**config.mk**
```make
export PLATFORM = sky130hd
export DESIGN_NAME = cavlc_level_decoder
export DESIGN_NICKNAME = d
export VERILOG_FILES = /design/src/rtl/cavlc_pkg.sv /design/src/rtl/cavlc_lzc16.sv /design/src/rtl/cavlc_level_decoder.sv
export SDC_FILE = /design/constraint.sdc
export NUM_CORES = 1
export LEC_CHECK = 0
export BUFFER_PORTS_ARGS = -buffer_cell sky130_fd_sc_hd__buf_2
export CAP_MARGIN = 40
export CELL_PAD_IN_SITES_DETAIL_PLACEMENT = 1
export CELL_PAD_IN_SITES_GLOBAL_PLACEMENT = 2
export CORE_MARGIN = 2
export CORE_UTILIZATION = 33
export DETAILED_ROUTE_END_ITERATION = 8
export PLACE_DENSITY = 0.77
export SYNTH_ARGS = -nofsm -noshare
export SYNTH_HDL_FRONTEND = slang
export SYNTH_SLANG_ARGS = --single-unit
export TNS_END_PERCENT = 5
```
**constraint.sdc**
```tcl
create_clock -name clk_i -period 18.5 [get_ports clk_i]
set_input_delay 0.925 -clock clk_i [delete_from_list [all_inputs] [get_ports clk_i]]
set_output_delay 0.925 -clock clk_i [all_outputs]
set_load 0.02 [all_outputs]
```
**src/rtl/cavlc_pkg.sv**
```systemverilog
// Shared state encoding and constants for the CAVLC level decoding stage.
package cavlc_pkg;

  localparam int LEVEL_W         = 16;
  localparam int MAX_SUFFIX_LEN  = 6;
  localparam int PREFIX_ESC      = 15;
  localparam int PREFIX14_SUFFIX = 4;
  localparam int ESC_SUFFIX      = 12;

  typedef enum logic [1:0] {
    ST_IDLE  = 2'd0,
    ST_T1S   = 2'd1,
    ST_LEVEL = 2'd2,
    ST_FIN   = 2'd3
  } state_e;

endpackage

```
**src/rtl/cavlc_lzc16.sv**
```systemverilog
// 16-bit leading-zero counter; count is 16 and zero_o is set when no bit is set.
module cavlc_lzc16 (
  input  logic [15:0] data_i,
  output logic [4:0]  count_o,
  output logic        zero_o
);

  // Scanning upward lets the highest set bit overwrite lower ones.
  always_comb begin
    count_o = 5'd16;
    for (int i = 0; i < 16; i++) begin
      if (data_i[i]) count_o = 5'(15 - i);
    end
  end

  assign zero_o = (data_i == 16'd0);

endmodule

```
**src/rtl/cavlc_level_decoder.sv**
```systemverilog
// CAVLC level decoder: parses trailing-one signs and level_prefix/level_suffix
// codes from an MSB-first bit window, one signed level per cycle.
// Handshake: bit_shift_en_o is combinational; when high, upstream advances its
// window by bit_shift_o bits at the next clock edge. It only rises with bit_valid_i.
module cavlc_level_decoder
  import cavlc_pkg::*;
(
  input  logic               clk_i,
  input  logic               rst_i,
  input  logic               start_i,
  input  logic [4:0]         total_coeff_i,
  input  logic [1:0]         trailing_ones_i,
  input  logic [31:0]        bit_win_i,
  input  logic               bit_valid_i,
  output logic               bit_shift_en_o,
  output logic [5:0]         bit_shift_o,
  output logic               level_valid_o,
  output logic [3:0]         level_idx_o,
  output logic [LEVEL_W-1:0] level_o,
  output logic               busy_o,
  output logic               done_o,
  output logic               error_o,
  output state_e             state_o
);

  state_e             state_q, state_d;
  logic [4:0]         tc_q, tc_d;
  logic [1:0]         t1_q, t1_d;
  logic [3:0]         sl_q, sl_d;
  logic [4:0]         idx_q, idx_d;
  logic               level_valid_q, level_valid_d;
  logic [3:0]         level_idx_q, level_idx_d;
  logic [LEVEL_W-1:0] level_q, level_d;
  logic               done_q, done_d;
  logic               error_q, error_d;

  logic [4:0]         prefix;
  logic               prefix_none;
  logic [3:0]         suffix_size;
  logic [11:0]        suffix_win;
  logic [11:0]        suffix;
  logic [15:0]        level_code;
  logic [15:0]        level_mag;
  logic [LEVEL_W-1:0] level_signed;
  logic [3:0]         sl_base;
  logic [15:0]        sl_thresh;
  logic [3:0]         sl_next;
  logic [4:0]         idx_inc;

  cavlc_lzc16 u_lzc (
    .data_i  (bit_win_i[31:16]),
    .count_o (prefix),
    .zero_o  (prefix_none)
  );

  always_comb begin
    if (prefix == 5'(PREFIX_ESC)) begin
      suffix_size = 4'(ESC_SUFFIX);
    end else if (prefix == 5'(PREFIX_ESC - 1) && sl_q == 4'd0) begin
      suffix_size = 4'(PREFIX14_SUFFIX);
    end else begin
      suffix_size = sl_q;
    end
  end

  // Window bit 30-prefix is the first suffix bit; zero padding covers the tail.
  assign suffix_win = 12'({bit_win_i, 12'd0} >> (6'd31 - 6'(prefix)));
  assign suffix     = suffix_win >> (4'(ESC_SUFFIX) - suffix_size);

  always_comb begin
    level_code = (16'(prefix) << sl_q) + 16'(suffix);
    if (prefix == 5'(PREFIX_ESC) && sl_q == 4'd0) level_code = level_code + 16'd15;
    if (idx_q == 5'(t1_q) && t1_q != 2'd3) level_code = level_code + 16'd2;
  end

  // Even codes are positive, odd codes negative; both magnitudes equal (code+2)>>1.
  assign level_mag    = (level_code + 16'd2) >> 1;
  assign level_signed = level_code[0] ? LEVEL_W'(0) - LEVEL_W'(level_mag) : LEVEL_W'(level_mag);

  assign sl_base   = (sl_q == 4'd0) ? 4'd1 : sl_q;
  assign sl_thresh = 16'd3 << (sl_base - 4'd1);
  assign sl_next   = (level_mag > sl_thresh && sl_base < 4'(MAX_SUFFIX_LEN)) ?
                     sl_base + 4'd1 : sl_base;
  assign idx_inc   = idx_q + 5'd1;

  always_comb begin
    state_d        = state_q;
    tc_d           = tc_q;
    t1_d           = t1_q;
    sl_d           = sl_q;
    idx_d          = idx_q;
    level_valid_d  = 1'b0;
    level_idx_d    = level_idx_q;
    level_d        = level_q;
    done_d         = 1'b0;
    error_d        = 1'b0;
    bit_shift_en_o = 1'b0;
    bit_shift_o    = 6'd0;

    unique case (state_q)
      ST_IDLE: begin
        if (start_i) begin
          tc_d  = total_coeff_i;
          t1_d  = trailing_ones_i;
          sl_d  = (total_coeff_i > 5'd10 && trailing_ones_i != 2'd3) ? 4'd1 : 4'd0;
          idx_d = 5'd0;
          if (total_coeff_i == 5'd0)        state_d = ST_FIN;
          else if (trailing_ones_i != 2'd0) state_d = ST_T1S;
          else                              state_d = ST_LEVEL;
        end
      end
      ST_T1S: begin
        if (bit_valid_i) begin
          bit_shift_en_o = 1'b1;
          bit_shift_o    = 6'd1;
          level_valid_d  = 1'b1;
          level_idx_d    = idx_q[3:0];
          level_d        = bit_win_i[31] ? '1 : LEVEL_W'(1);
          idx_d          = idx_inc;
          if (idx_inc == 5'(t1_q)) state_d = (idx_inc == tc_q) ? ST_FIN : ST_LEVEL;
        end
      end
      ST_LEVEL: begin
        if (bit_valid_i) begin
          if (prefix_none) begin
            error_d = 1'b1;
            state_d = ST_IDLE;
          end else begin
            bit_shift_en_o = 1'b1;
            bit_shift_o    = 6'(prefix) + 6'd1 + 6'(suffix_size);
            level_valid_d  = 1'b1;
            level_idx_d    = idx_q[3:0];
            level_d        = level_signed;
            sl_d           = sl_next;
            idx_d          = idx_inc;
            if (idx_inc == tc_q) state_d = ST_FIN;
          end
        end
      end
      ST_FIN: begin
        done_d  = 1'b1;
        state_d = ST_IDLE;
      end
      default: state_d = ST_IDLE;
    endcase
  end

  always_ff @(posedge clk_i or posedge rst_i) begin
    if (rst_i) begin
      state_q       <= ST_IDLE;
      tc_q          <= 5'd0;
      t1_q          <= 2'd0;
      sl_q          <= 4'd0;
      idx_q         <= 5'd0;
      level_valid_q <= 1'b0;
      level_idx_q   <= 4'd0;
      level_q       <= '0;
      done_q        <= 1'b0;
      error_q       <= 1'b0;
    end else begin
      state_q       <= state_d;
      tc_q          <= tc_d;
      t1_q          <= t1_d;
      sl_q          <= sl_d;
      idx_q         <= idx_d;
      level_valid_q <= level_valid_d;
      level_idx_q   <= level_idx_d;
      level_q       <= level_d;
      done_q        <= done_d;
      error_q       <= error_d;
    end
  end

  assign level_valid_o = level_valid_q;
  assign level_idx_o   = level_idx_q;
  assign level_o       = level_q;
  assign done_o        = done_q;
  assign error_o       = error_q;
  assign busy_o        = (state_q != ST_IDLE);
  assign state_o       = state_q;

endmodule
```
==> out/qor.yml, run 1 <==
worst_hold_path:
  holdCritPathClass: "reg2reg"
  whs_path_depth: 1
  worst_hold_path.endpoint: "level_idx_o[2]"
  hold_start: "level_idx_o[2]"
power_and_ir_drop:
  p_leak_uw: 0.003405
  power.density_nw_per_um2: 152.7
  max-vdd-ir-drop_mv: 0.05165
floorplanning:
  die_width_um: 153.4
  num_io_pins: 76
  initial_core_util_pct: 33.65
  die_h_um: 153.4
  fp.dieArea_um2: 23540
  core_area_um2: 21890
  std_cell_rows: 54
global_routing:
  met1_usage_pct: 28.17
  grt_util_all_layers_pct: 20.16
  global_route.usage.met3_pct: 0.9640
  grt_max_degree: 42
  grt_busiest_layer: "met2"
  met2_usage_pct: 35.18
  grt_first_pass_wirelength_um: 39940
  first_global_vias: 7471
  grt_remaining_overflow: 0
  grt_antenna_before_repair: 0
critical_path:
  reg2reg_slack_ns: 9.56
  criticalPathCategory: "in2reg"
  worst_ep_required_time_ns: 18.66
  timing.critical_path.to_type: "flip-flop"
  path_max_fanout: 27
  origin_of_the_critical_flop_to_flop_path: "sl_q[0]"
  timing.critical_path.arrival_ns: 10.87
  cp_common_cell: "sky130_fd_sc_hd__ha_1"
  worst-r2r-cell-count: 28
  cp-start-kind: "input pin"
  worstReg2RegEnd: "sl_q[0]"
  crit_slowest_cell: "sky130_fd_sc_hd__xor2_1"
  critical-path-max-stage-delay_ns: 0.64
placed_design:
  place_hpwl_um: 19600
  port_buffers: 74
  final_weighted_congestion_in_routability_driven_placement: 0.8726
timing:
  worst_clock_skew_ns: 0.006841
  finalCriticalPeriod_ns: 10.71
  setup_total_negative_slack_ns: 0
  min_period_over_period_pct: 57.88
  grt_setup_unrepaired: "no"
  timing.fmax_mhz: 93.38
  setup_viol_count_final: 0
  whs_ns: 0.5007
  hold_viol_final: 0
  worst_pin_slew_ns: 0.8651
  max-slew-margin-rel_pct: 41.91
  finalMaxSlewViolations: 0
synthesis:
  yosys.area_share.xor_xnor_pct: 8.781
  synth_flop_cell: "sky130_fd_sc_hd__dfrtp_1"
  synthArstFlopShare_pct: 100.0
  synth.lib_cells_used.distinct: 90
  seq_area_frac_synth_pct: 13.93
  synthSimpleGateAreaFrac_pct: 27.63
  synth_compound_area_share_pct: 24.75
  synth_fa_ha_area_share_pct: 7.813
  yosysWarnings: 0
  number_of_instances_in_the_synthesized_netlist: 1007
  avgSynthCellArea_um2: 7.316
  synth_fp_nets: 1094
  synthMuxAreaShare_pct: 12.31
  ys_ff_latch: 41
  number_of_synthesized_flops_with_an_enable_pin: 0
  synth_top_family_by_area: "simple AND/OR/NAND/NOR gates"
  mappedNetlistArea_um2: 7367
route:
  route.vias.total: 7569
  drt_drc_violations_left: 0
  drt-total-wl_um: 24050
  post_drt_via_cell_ratio: 5.704
  routed_wire_length_per_instance_um: 18.12
  detailedRoute.firstIterationViolations: 307
  drt_pre_antenna_iters: 4
  drtAntennaViolNets: 0
final_layout:
  area_delta_synth_final_pct: 10.82
  layout-drive-gt1-share_pct: 13.75
  antenna_fix_cells: 0
  final_net_count: 1133
  fillers: 2774
cts:
  tritoncts: "yes"
  clk_path_buf_depth: 2
  post_cts_buffers: 0
  cts_resized: 0
  cts_inserted_buffers: 5
  cts_hold_fix_bufs: 0
  cts.htree.levels: 2
  cts.sink_count: 41
  clock-root-buffer: "sky130_fd_sc_hd__clkbuf_16"
  path_clk_slew_ns: 0.06
  insertion_delay_ns: 0.29
run_status:
  outcome: "complete, no violations"
flow_run:
  drv.max_cap_violation_count: 0
==> registers in the layout, indices dropped and copies added, names as in the netlist, 2 cells and up <==
signal,flops
tc_q,5
state_o,2
t1_q,2
sl_q,4
level_idx_o,4
level_o,16
idx_q,5
==> layout by cell type, fill, tap and decap left out, drive strengths merged, types with 27 or more instances in the layout <==
master	instances
nand2	112
nor2	111
buf	84
o21ai	70
mux2i	68
a21oi	51
xnor2	46
ha	42
dfrtp	41
inv	36
nand3	30
nor3	28
xor2	27
==> metrics by stage <==
step / utilization [%] / cell area, µm² / std cells / worst slack (ns) / power, µW
after floorplan: - / 7367 / 1007 / 8.642 / 884.1
after global placement: 36.34 / 7955 / 1317 / 7.728 / 1120
after detailed placement: 36.41 / 7970 / 1319 / 7.555 / 1129
after CTS: 37.29 / 8164 / 1327 / 7.850 / 1252
after global routing: 37.29 / 8164 / 1327 / 6.910 / 1380
final: 37.29 / 8164 / 1327 / 7.792 / 1246
==> report_power, final <==
group	switching (µW)	internal [µW]
clock network	37.2	77.8
logic	596	378
registers	30.9	126
total	664	582
==> per-layer routing <==
| layer | vias up | part of all wire [%] |
|---|---|---|
| met5 | - | 0 |
| met4 | 0 | 0.82 |
| met3 | 19 | 1.7 |
| met2 | 81 | 48 |
| met1 | 3696 | 50 |
| li1 | 3773 | - |
==> worst max path at each step <==
stage	start	end	slack, ns	cells after the start
detailed placement	bit_win_i[27]	sl_q[0]	7.55	35
floorplan	bit_win_i[27]	sl_q[0]	8.64	41
CTS	bit_win_i[27]	sl_q[0]	7.85	35
finish	bit_win_i[27]	sl_q[0]	7.79	35
global route	bit_win_i[27]	sl_q[0]	6.91	34
global placement	bit_win_i[27]	sl_q[0]	7.73	35
==> cell type report <==
class / count / area, µm² / area share, %
timing repair buffer: 84 / 445.4 / 5.456
clock inverter: 3 / 68.82 / 0.8429
tap: 280 / 350.3 / 4.291
multi-input combinational: 878 / 6013 / 73.66
clock buffer: 5 / 125.1 / 1.533
inverter: 36 / 135.1 / 1.655
sequential: 41 / 1026 / 12.57
==> critical path, delay by kind of cell <==
kind | cells | cell delay [ns]
XOR/XNOR | 3 | 1.27
buffers and inverters | 2 | 0.22
AO/OA/AOI/OAI | 11 | 2.57
adder cells (fa/ha/maj) | 6 | 2.19
AND/OR/NAND/NOR | 10 | 2.94
multiplexers | 3 | 0.75
==> cell usage after synthesis (7+ instances only) <==
| cell | n | share of area, % |
|---|---|---|
| sky130_fd_sc_hd__nand2_1 | 111 | 5.7 |
| sky130_fd_sc_hd__nor2_1 | 111 | 5.7 |
| sky130_fd_sc_hd__mux2i_1 | 67 | 9.1 |
| sky130_fd_sc_hd__o21ai_0 | 62 | 4.2 |
| sky130_fd_sc_hd__a21oi_1 | 49 | 3.3 |
| sky130_fd_sc_hd__xnor2_1 | 46 | 5.5 |
| sky130_fd_sc_hd__ha_1 | 42 | 7.1 |
| sky130_fd_sc_hd__dfrtp_1 | 41 | 14 |
| sky130_fd_sc_hd__inv_1 | 35 | 1.8 |
| sky130_fd_sc_hd__clkbuf_1 | 33 | 1.7 |
| sky130_fd_sc_hd__nand3_1 | 30 | 2.0 |
| sky130_fd_sc_hd__xor2_1 | 26 | 3.1 |
| sky130_fd_sc_hd__nor3_1 | 25 | 1.7 |
| sky130_fd_sc_hd__nand2b_1 | 18 | 1.5 |
| sky130_fd_sc_hd__o22ai_1 | 18 | 1.5 |
| sky130_fd_sc_hd__mux2_2 | 17 | 2.6 |
| sky130_fd_sc_hd__nor2b_1 | 16 | 1.4 |
| sky130_fd_sc_hd__a31oi_1 | 14 | 1.2 |
| sky130_fd_sc_hd__a21o_1 | 13 | 1.3 |
| sky130_fd_sc_hd__and3_1 | 13 | 1.1 |
| sky130_fd_sc_hd__a211oi_1 | 12 | 1.2 |
| sky130_fd_sc_hd__and2_1 | 12 | 1.0 |
| sky130_fd_sc_hd__nor4_1 | 12 | 1.0 |
| sky130_fd_sc_hd__buf_1 | 11 | 0.56 |
| sky130_fd_sc_hd__o211ai_1 | 10 | 1.0 |
| sky130_fd_sc_hd__o31ai_1 | 9 | 0.92 |
| sky130_fd_sc_hd__o21a_1 | 8 | 0.82 |
| sky130_fd_sc_hd__nand4_1 | 7 | 0.59 |
| sky130_fd_sc_hd__or2_2 | 7 | 0.59 |
| sky130_fd_sc_hd__or3_1 | 7 | 0.59 |
==> kinds of logic after synthesis <==
group	Yosys count
buffers and inverters	88
other	1
multiplexers	86
adder cells (fa/ha/maj)	45
AND/OR/NAND/NOR	402
flip-flops	41
AO/OA/AOI/OAI	271
XOR/XNOR	73
No activity file was read; power rests on OpenSTA's default activity.
==> run 2, diff against run 1 <==
==> constraint.sdc (replaced) <==
create_clock -name clk_i -period 9.9 [get_ports clk_i]
set_input_delay 0.495 -clock clk_i [delete_from_list [all_inputs] [get_ports clk_i]]
set_output_delay 0.495 -clock clk_i [all_outputs]
set_load 0.02 [all_outputs]
==> run 2 against run 1 <==
  * Utilization grew 0.97 points
  * Worst setup slack lost 7.2 ns
  * Non-clock buffer count grew 25
  * Die area is the same
  * First-iteration DRC count grew 44%
  * Wire length grew 1.8%
  * Total power grew 87%
==> out/qor.yml, run 2 (synthesis results as in run 1) <==
run_status:
  outcome: "complete, no violations"
cts:
  clock-root-buffer: "sky130_fd_sc_hd__clkbuf_16"
  tritoncts: "yes"
  cts_hold_fix_bufs: 0
  cts.htree.levels: 2
  path_clk_slew_ns: 0.07
  cts_inserted_buffers: 5
  insertion_delay_ns: 0.29
  cts.sink_count: 41
  clk_path_buf_depth: 2
route:
  post_drt_via_cell_ratio: 5.701
  detailedRoute.firstIterationViolations: 442
  drt_drc_violations_left: 0
  drt-total-wl_um: 24490
  drtAntennaViolNets: 0
  routed_wire_length_per_instance_um: 18.11
  route.vias.total: 7708
  drt_pre_antenna_iters: 6
timing:
  max-slew-margin-rel_pct: 41.87
  hold_viol_final: 0
  min_period_over_period_pct: 93.91
  setup_viol_count_final: 0
  finalMaxSlewViolations: 0
  worst_clock_skew_ns: 0.01149
  worst_pin_slew_ns: 0.8719
  whs_ns: 0.3375
  timing.fmax_mhz: 107.6
  finalCriticalPeriod_ns: 9.297
final_layout:
  layout-drive-gt1-share_pct: 16.79
  largest_register_ffs: 16
  area_delta_synth_final_pct: 13.69
  antenna_fix_cells: 0
  final_net_count: 1158
  most-common-layout-cells: "sky130_fd_sc_hd__nand2_1, sky130_fd_sc_hd__nor2_1, sky130_fd_sc_hd__buf_2"
floorplanning:
  num_io_pins: 76
  fp.dieArea_um2: 23540
  std_cell_rows: 54
  die_h_um: 153.4
  core_area_um2: 21890
  initial_core_util_pct: 33.65
  die_width_um: 153.4
global_routing:
  grt_remaining_overflow: 0
  grt_antenna_before_repair: 0
  grt_max_degree: 42
  first_global_vias: 7729
  grt_util_all_layers_pct: 20.38
  grt_first_pass_wirelength_um: 40500
placed_design:
  final_weighted_congestion_in_routability_driven_placement: 0.8575
  place_hpwl_um: 19760
  port_buffers: 74
critical_path:
  path_max_fanout: 12
  crit_slowest_cell: "sky130_fd_sc_hd__fa_1"
  worst_ep_required_time_ns: 10.06
  criticalPathCategory: "in2reg"
  cp-start-kind: "input pin"
  critical-path-max-stage-delay_ns: 0.49
  reg2reg_slack_ns: 1.67
  timing.critical_path.arrival_ns: 9.46
  timing.critical_path.to_type: "flip-flop"
  cp_common_cell: "sky130_fd_sc_hd__o21ai_0"
power_and_ir_drop:
  p_total_uw: 2331
  max-vdd-ir-drop_mv: 0.1028
  power.density_nw_per_um2: 278.3
  p_leak_uw: 0.003506
worst_hold_path:
  holdCritPathClass: "in2async"
flow_run:
  drv.max_cap_violation_count: 0
-- run 2: changes by cell type in the layout (fill, tap and decap cells not counted), moves of 2 or more --
cell and delta:
sky130_fd_sc_hd__bufinv_16 -2, sky130_fd_sc_hd__a211oi_2 +2, sky130_fd_sc_hd__a211oi_1 -2, sky130_fd_sc_hd__buf_4 +23, sky130_fd_sc_hd__clkinvlp_4 +2
-- run 2: power by group --
part           switching, µW  internal [µW]  total (µW)
sequential              65.8            235         301
clock                   68.9           93.8         163
combinational           1120            748        1870
-- run 2: path summary, 6_finish.rpt --
kind / from / cells after the start / to
worst max-delay path: bit_win_i[27] / 41 / sl_q[0]
worst min-delay path: rst_i / 3 / level_o[0]
worst max register to register: sl_q[1] / 32 / sl_q[0]
worst min register to register: level_idx_o[0] / 1 / level_idx_o[0]
max in group asynchronous: rst_i / 3 / level_o[13]
min in group clk_i: start_i / 2 / sl_q[3]
-- run 2: through the flow --
step                area, µm²  setup TNS [ns]  cells  setup WS, ns  utilization, %
global placement         8060               0   1331       0.06051           36.82
finish                   8376               0   1352        0.6034           38.26
CTS                      8225               0   1341        0.1669           37.57
detailed placement       8079         -0.2253   1333       -0.1160           36.91
global route             8376        -0.01431   1352      -0.01431           38.26
floorplan                7367               0   1007        0.4722               -
-- run 2: metal layers --
metal	track usage [%]	up-vias	part of all wire, %
met5	0	-	0
met4	3.976	0	1.4
met3	0.9640	19	2.5
met2	35.18	128	47
met1	28.40	3741	49
li1	-	3820	-
-- run 2: final cells by class --
cell class                 count  area (µm²)
clock inverter                 3       21.27
sequential                    41        1026
tap                          280       350.3
fill                        2806       13520
inverter                      36       138.9
timing repair buffer         109       649.4
multi-input combinational    878        6065
clock buffer                   5       125.1
-- run 2: timing repair --
action,4_1_cts,5_1_grt
endpoints found under the setup margin,0,3
resized for setup,0,12
endpoints found under the hold margin,0,0
buffers inserted,0,11
-- run 2: worst max-delay path: cells and delay by family --
family,cells,cell delay (ns)
AO/OA/AOI/OAI,20,3.92
XOR/XNOR,2,0.58
adder cells (fa/ha/maj),5,1.61
buffers and inverters,5,0.69
multiplexers,4,0.94
AND/OR/NAND/NOR,5,1.19
